==> config.mk <==
export PLATFORM = sky130hd
export DESIGN_NAME = mem_port_arbiter
export DESIGN_NICKNAME = d
export VERILOG_FILES = /design/src/rtl/mem_port_arbiter_pkg.sv /design/src/rtl/mem_port_arbiter_arb_pick.sv /design/src/rtl/mem_port_arbiter.sv
export SDC_FILE = /design/constraint.sdc
export NUM_CORES = 1
export LEC_CHECK = 0
export ABC_AREA = 1
export CAP_MARGIN = 10
export CORE_AREA = 5 5 193 195
export DETAILED_ROUTE_END_ITERATION = 10
export DIE_AREA = 0 0 198 200
export PLACE_DENSITY = 0.68
export SYNTH_ARGS = -nofsm -noshare
export SYNTH_HDL_FRONTEND = slang
export SYNTH_SLANG_ARGS = --single-unit
==> constraint.sdc <==
create_clock -name clk -period 2.5 [get_ports clk]
set_input_delay 0.25 -clock clk [delete_from_list [all_inputs] [get_ports clk]]
set_output_delay 0.25 -clock clk [all_outputs]
set_load 0.01 [all_outputs]
==> src/rtl/mem_port_arbiter_pkg.sv <==
// mem_port_arbiter_pkg
//   Shared encodings for the memory port arbiter: FSM state, transaction owner,
//   the 64-bit register-bus width, and a helper that picks the 32-bit
//   instruction half out of a 64-bit memory beat.
package mem_port_arbiter_pkg;

  // Width of the core's 64-bit register/memory buses.
  localparam int REG_BUS_W = 64;

  typedef enum logic [1:0] {
    ARB_IDLE = 2'd0,
    ARB_REQ  = 2'd1,
    ARB_RESP = 2'd2
  } arb_state_t;

  typedef enum logic {
    OWN_IF = 1'b0,
    OWN_LS = 1'b1
  } arb_owner_t;

  // half = 1 selects the upper word (PC bit 2 set), else the lower word.
  function automatic logic [31:0] select_inst(input logic [REG_BUS_W-1:0] line,
                                              input logic                 half);
    return half ? line[63:32] : line[31:0];
  endfunction

endpackage

==> src/rtl/mem_port_arbiter_arb_pick.sv <==
// arb_pick
//   Combinational grant selection between instruction fetch and load/store.
//   Build option: define ARB_RR_EN for round-robin on contention (the side not
//   granted last wins); otherwise load/store has fixed priority over fetch.
//   Ports:
//     i_if_valid, i_ls_valid : pending requests
//     i_last_owner           : owner of the previous grant (round-robin only)
//     o_grant_if, o_grant_ls : one-hot (or zero) grant
module arb_pick
  import mem_port_arbiter_pkg::*;
(
  input  logic       i_if_valid,
  input  logic       i_ls_valid,
  input  arb_owner_t i_last_owner,
  output logic       o_grant_if,
  output logic       o_grant_ls
);

`ifdef ARB_RR_EN
  always_comb begin
    o_grant_if = 1'b0;
    o_grant_ls = 1'b0;
    if (i_if_valid && i_ls_valid) begin
      if (i_last_owner == OWN_IF) o_grant_ls = 1'b1;
      else                        o_grant_if = 1'b1;
    end else begin
      o_grant_if = i_if_valid;
      o_grant_ls = i_ls_valid;
    end
  end
`else
  // Fixed priority never looks at history.
  logic w_unused_last_owner;
  assign w_unused_last_owner = i_last_owner;

  assign o_grant_ls = i_ls_valid;
  assign o_grant_if = i_if_valid & ~i_ls_valid;
`endif

endmodule

==> src/rtl/mem_port_arbiter.sv <==
// mem_port_arbiter
//   Shares the single memory port between instruction fetch (IF) and
//   load/store (LS). One transaction outstanding at a time; the response is
//   returned registered to the owner as a one-cycle pulse.
//   Build option: ARB_RR_EN selects round-robin arbitration (see arb_pick).
//
//   state    | meaning
//   ---------+--------------------------------------------------------
//   ARB_IDLE | free; grant a requester and latch its request
//   ARB_REQ  | mem_req_valid high with latched fields until mem_req_ready
//   ARB_RESP | waiting for mem_rsp_valid; response registered on arrival
//
//   Ports:
//     clk, rst                  : clock, synchronous active-high reset
//     i_if_req_* / o_if_req_ready, o_if_rsp_* : fetch request/response
//     i_ls_req_* / o_ls_req_ready, o_ls_rsp_* : load/store request/response
//     o_mem_req_* / i_mem_req_ready           : memory bus request
//     i_mem_rsp_valid, i_mem_rsp_rdata        : memory bus response
//     o_busy                                  : transaction outstanding
module mem_port_arbiter
  import mem_port_arbiter_pkg::*;
#(
  parameter int ADDR_W = 64,
  parameter int DATA_W = 64,
  parameter int INST_W = 32
) (
  input  logic              clk,
  input  logic              rst,

  input  logic              i_if_req_valid,
  input  logic [ADDR_W-1:0] i_if_req_addr,
  output logic              o_if_req_ready,
  output logic              o_if_rsp_valid,
  output logic [INST_W-1:0] o_if_rsp_inst,

  input  logic              i_ls_req_valid,
  input  logic              i_ls_req_we,
  input  logic [ADDR_W-1:0] i_ls_req_addr,
  input  logic [DATA_W-1:0] i_ls_req_wdata,
  input  logic [7:0]        i_ls_req_wmask,
  output logic              o_ls_req_ready,
  output logic              o_ls_rsp_valid,
  output logic [DATA_W-1:0] o_ls_rsp_rdata,

  output logic              o_mem_req_valid,
  input  logic              i_mem_req_ready,
  output logic              o_mem_req_we,
  output logic [ADDR_W-1:0] o_mem_req_addr,
  output logic [DATA_W-1:0] o_mem_req_wdata,
  output logic [7:0]        o_mem_req_wmask,
  input  logic              i_mem_rsp_valid,
  input  logic [DATA_W-1:0] i_mem_rsp_rdata,

  output logic              o_busy
);

  arb_state_t        r_state;
  arb_state_t        w_state_nxt;
  arb_owner_t        r_owner;
  arb_owner_t        r_last_owner;
  logic              r_we;
  logic [ADDR_W-1:0] r_addr;
  logic [DATA_W-1:0] r_wdata;
  logic [7:0]        r_wmask;
  logic              r_half;
  logic              r_if_rsp_valid;
  logic              r_ls_rsp_valid;
  logic [INST_W-1:0] r_if_rsp_inst;
  logic [DATA_W-1:0] r_ls_rsp_rdata;

  logic              w_grant_if;
  logic              w_grant_ls;
  logic              w_accept;
  logic              w_rsp_done;
  logic [1:0]        w_unused_if_addr_lo;

  // Fetches are always full aligned beats; the byte offset within a word is
  // meaningless to the bus.
  assign w_unused_if_addr_lo = i_if_req_addr[1:0];

  arb_pick u_arb_pick (
    .i_if_valid   (i_if_req_valid),
    .i_ls_valid   (i_ls_req_valid),
    .i_last_owner (r_last_owner),
    .o_grant_if   (w_grant_if),
    .o_grant_ls   (w_grant_ls)
  );

  assign w_accept   = (r_state == ARB_IDLE) & (w_grant_if | w_grant_ls);
  assign w_rsp_done = (r_state == ARB_RESP) & i_mem_rsp_valid;

  // State register
  always_ff @(posedge clk) begin
    if (rst) r_state <= ARB_IDLE;
    else     r_state <= w_state_nxt;
  end

  // Next state
  always_comb begin
    w_state_nxt = r_state;
    case (r_state)
      ARB_IDLE: if (w_grant_if | w_grant_ls) w_state_nxt = ARB_REQ;
      ARB_REQ:  if (i_mem_req_ready)         w_state_nxt = ARB_RESP;
      ARB_RESP: if (i_mem_rsp_valid)         w_state_nxt = ARB_IDLE;
      default:                               w_state_nxt = ARB_IDLE;
    endcase
  end

  // Outputs; ready is masked during reset so nothing is accepted then.
  always_comb begin
    o_if_req_ready  = 1'b0;
    o_ls_req_ready  = 1'b0;
    o_mem_req_valid = 1'b0;
    o_busy          = 1'b1;
    case (r_state)
      ARB_IDLE: begin
        o_if_req_ready = w_grant_if & ~rst;
        o_ls_req_ready = w_grant_ls & ~rst;
        o_busy         = 1'b0;
      end
      ARB_REQ:  o_mem_req_valid = 1'b1;
      default:  ;
    endcase
  end

  // Request latch: the requester may drop or change its inputs after accept.
  always_ff @(posedge clk) begin
    if (rst) begin
      r_owner <= OWN_IF;
      r_we    <= 1'b0;
      r_addr  <= '0;
      r_wdata <= '0;
      r_wmask <= '0;
      r_half  <= 1'b0;
    end else if (w_accept) begin
      if (w_grant_ls) begin
        r_owner <= OWN_LS;
        r_we    <= i_ls_req_we;
        r_addr  <= i_ls_req_addr;
        r_wdata <= i_ls_req_wdata;
        r_wmask <= i_ls_req_wmask;
        r_half  <= 1'b0;
      end else begin
        r_owner <= OWN_IF;
        r_we    <= 1'b0;
        r_addr  <= {i_if_req_addr[ADDR_W-1:3], 3'b000};
        r_wdata <= '0;
        r_wmask <= 8'hFF;
        r_half  <= i_if_req_addr[2];
      end
    end
  end

  // Grant history; only arb_pick's round-robin build reads it, so the
  // fixed-priority build trims it away.
  always_ff @(posedge clk) begin
    if (rst)           r_last_owner <= OWN_IF;
    else if (w_accept) r_last_owner <= w_grant_ls ? OWN_LS : OWN_IF;
  end

  // Response registers; data holds until the next response for that owner.
  always_ff @(posedge clk) begin
    if (rst) begin
      r_if_rsp_valid <= 1'b0;
      r_ls_rsp_valid <= 1'b0;
      r_if_rsp_inst  <= '0;
      r_ls_rsp_rdata <= '0;
    end else begin
      r_if_rsp_valid <= w_rsp_done & (r_owner == OWN_IF);
      r_ls_rsp_valid <= w_rsp_done & (r_owner == OWN_LS);
      if (w_rsp_done && r_owner == OWN_IF)
        r_if_rsp_inst <= select_inst(i_mem_rsp_rdata, r_half);
      if (w_rsp_done && r_owner == OWN_LS)
        r_ls_rsp_rdata <= i_mem_rsp_rdata;
    end
  end

  assign o_mem_req_we    = r_we;
  assign o_mem_req_addr  = r_addr;
  assign o_mem_req_wdata = r_wdata;
  assign o_mem_req_wmask = r_wmask;
  assign o_if_rsp_valid  = r_if_rsp_valid;
  assign o_if_rsp_inst   = r_if_rsp_inst;
  assign o_ls_rsp_valid  = r_ls_rsp_valid;
  assign o_ls_rsp_rdata  = r_ls_rsp_rdata;

endmodule

==> flow_metrics.env <==
export IMPL_outcome="finished, final reports clean"
export IMPL_root_buffer="clkbuf_16"
export IMPL_cts_buffers=27
export IMPL_routedWlPerCell_um=14.74
export IMPL_cp_cell_sequence="nor2_1 -> nand3_1 -> inv_2 -> clkdlybuf4s50_1"
export IMPL_clk_pin_slew_worst_paths_ps=60
export IMPL_hold_viol=0
export IMPL_ys_seq_area_frac=0.4734
export IMPL_hp_class="in -> reg"
export IMPL_dpl_hpwl_um=26950
export IMPL_required_ps=2250
export IMPL_final_common_cell="clkdlybuf4s50_1"
export IMPL_clock_path_buffers=3
export IMPL_drtIter0Drc=461
export IMPL_crit_path_end_kind="primary output"
export IMPL_final_cell_mix="clkdlybuf4s50_1, nand2_1, nor2_1"
export IMPL_synth_area_um2=10110
export IMPL_io_buffers=507
export IMPL_path_buf_inv=2
export IMPL_drv_slew=0
export IMPL_dp_slack_ps=419.6
export IMPL_cp_arrival_ps=2070
export IMPL_ys_seq_elements=239
export IMPL_h_tree_depth=1
export IMPL_ios=510
export IMPL_fin_nets=2262
export IMPL_post_dp_cell_area_um2=15430
export IMPL_stdcell_area_um2=16310
export IMPL_postCtsSetupBuffers=0
export IMPL_power_density_nw_per_um2=607.7
export IMPL_wl_um=36420
export IMPL_syn_instance_count=1536
export IMPL_period_share=0.9273
export IMPL_ant_nets=0
export IMPL_syn_to_final_growth_pct=61.37
export IMPL_cts_tree="built"
export IMPL_cts_resized=0
export IMPL_grt_usage=0.1700
export IMPL_synth_top_area_frac=0.4734
export IMPL_power_total_mw=9.911
export IMPL_rows=69
export IMPL_synth_top_area_cell="dfxtp_1"
export IMPL_setup_ws_ps=181.8
export IMPL_clock_latency_ps=520
export IMPL_cap_violations=0
export IMPL_p_leak_nw=7.572
export IMPL_min_period_ps=2318
export IMPL_fin_skew_ps=5.998
export IMPL_via_per_inst=4.278
export IMPL_critPathSlowestCell="clkdlybuf4s50_1"
export IMPL_post_synth_cell_area_avg_um2=6.579
export IMPL_cpPeakStageDelay_ps=590
export IMPL_fin_cells=2471
export IMPL_gp_congestion=0.8658
export IMPL_critPathKind="reg -> out"
export IMPL_placed_cells=2423
export IMPL_cts_hold_buf=0
export IMPL_grt_ovfl_total=0
export IMPL_yosys_top_cells_area="dfxtp_1, nand2_1, nor2_1, o21ai_0, inv_1"
export IMPL_die_area_um2=39600
export IMPL_critPathMaxFanout=6
export IMPL_rsz0062_at_grt="false"
export IMPL_grt_antenna_before_repair=1
export IMPL_vias=10570
export IMPL_fp_dieH_um=200
export IMPL_tightest_slew_ps=850.1
export IMPL_core_area_um2=35220
export IMPL_start_kind="register"
export IMPL_syn_nets=1807
export IMPL_setup_viol=0
export IMPL_grt_max_degree=157
export IMPL_grt_first_pass_wirelength_um=54700
export IMPL_ys_warn_count=0
export IMPL_start_util=0.2869
export IMPL_tns_ps=0
export IMPL_crit_family="buffers and inverters"
export IMPL_grt_pass1_vias=10170
export IMPL_drive_above_1_share=0.03235
export IMPL_fmax_mhz=431.4
export IMPL_cts_sinks=239
export IMPL_slew_headroom=0.4333
export IMPL_drc=0
export IMPL_synth_cell_types=20
export IMPL_vdd_drop_max_v=0.0004186
export IMPL_first_pass_iters=4
export IMPL_die_x_um=198
[worst paths after layout]
path / start / to / slack [ps] / depth (start not counted)
hold reg to reg: o_mem_req_addr[0] / o_mem_req_addr[0] / 460 / 2
hold / removal: i_ls_req_wdata[24] / o_mem_req_wdata[24] / 260 / 3
setup / recovery: r_state[1] / o_ls_req_ready / 180 / 4
setup reg to reg: r_state[1] / o_mem_req_wdata[39] / 650 / 6
[final cells by class]
type | instances | area, um^2
timing repair buffer | 522 | 5235
tap | 461 | 576.8
clock inverter | 10 | 128.9
clock buffer | 37 | 743.2
antenna | 1 | 2.502
sequential | 239 | 4786
multi-input combinational | 1004 | 4089
fill | 3548 | 18920
inverter | 197 | 747.0
[synthesized netlist by cell type, drive strengths merged]
library cell / count
a21oi: 2
buf: 64
clkbuf: 32
inv: 197
nor2: 336
nand3b: 1
nor3: 1
nand4: 2
nor4: 1
dfxtp: 239
o21ai: 163
nand2: 427
nand3: 71
[flip-flops by register name, indices dropped and copies added, names as in the netlist]
| name | count |
|---|---|
| r_half | 1 |
| r_state | 2 |
| o_mem_req_wmask | 8 |
| o_ls_rsp_valid | 1 |
| r_owner | 1 |
| o_if_rsp_inst | 32 |
| o_mem_req_wdata | 64 |
| o_mem_req_addr | 64 |
| o_if_rsp_valid | 1 |
| o_ls_rsp_rdata | 64 |
| o_mem_req_we | 1 |
[metal layers]
layer / global-route usage / wire length [um] / part of all wire
met3: 0.05220 / 3515 / 0.097
met1: 0.1979 / 14160 / 0.39
met2: 0.3020 / 17660 / 0.48
met5: 0 / 0 / 0
met4: 0.05075 / 1092 / 0.030
[through the flow]
| stage | util | hold slack, ps |
|---|---|---|
| 2_1_floorplan | - | 319.1 |
| 3_3_place_gp | 0.4382 | 452.3 |
| 3_5_place_dp | 0.4382 | 456.3 |
| 4_1_cts | 0.4629 | 219.3 |
| 5_1_grt | 0.4630 | 247.7 |
| 6_report | 0.4630 | 261.9 |
[power by group]
part	total (mW)	switching, mW	leakage, nW	internal [mW]
combinational	1.79	0.833	5.18	0.953
clock	3.95	1.58	0.433	2.37
sequential	4.17	0.126	1.95	4.05
[kinds of logic after synthesis]
logic type / count (synthesis) / share of synthesized area
AO/OA/AOI/OAI: 165 / 0.08171
buffers and inverters: 293 / 0.1220
flip-flops: 239 / 0.4734
AND/OR/NAND/NOR: 839 / 0.3229
[worst register-to-register path: stages, from the launching register on]
cell and delay (ps):
dfxtp_1 360, nor2_1 320, nand3_1 170, inv_2 110, buf_4 560, nand2_1 170
nand2_1 100
Note: power is estimated with default switching activity, not from simulation.
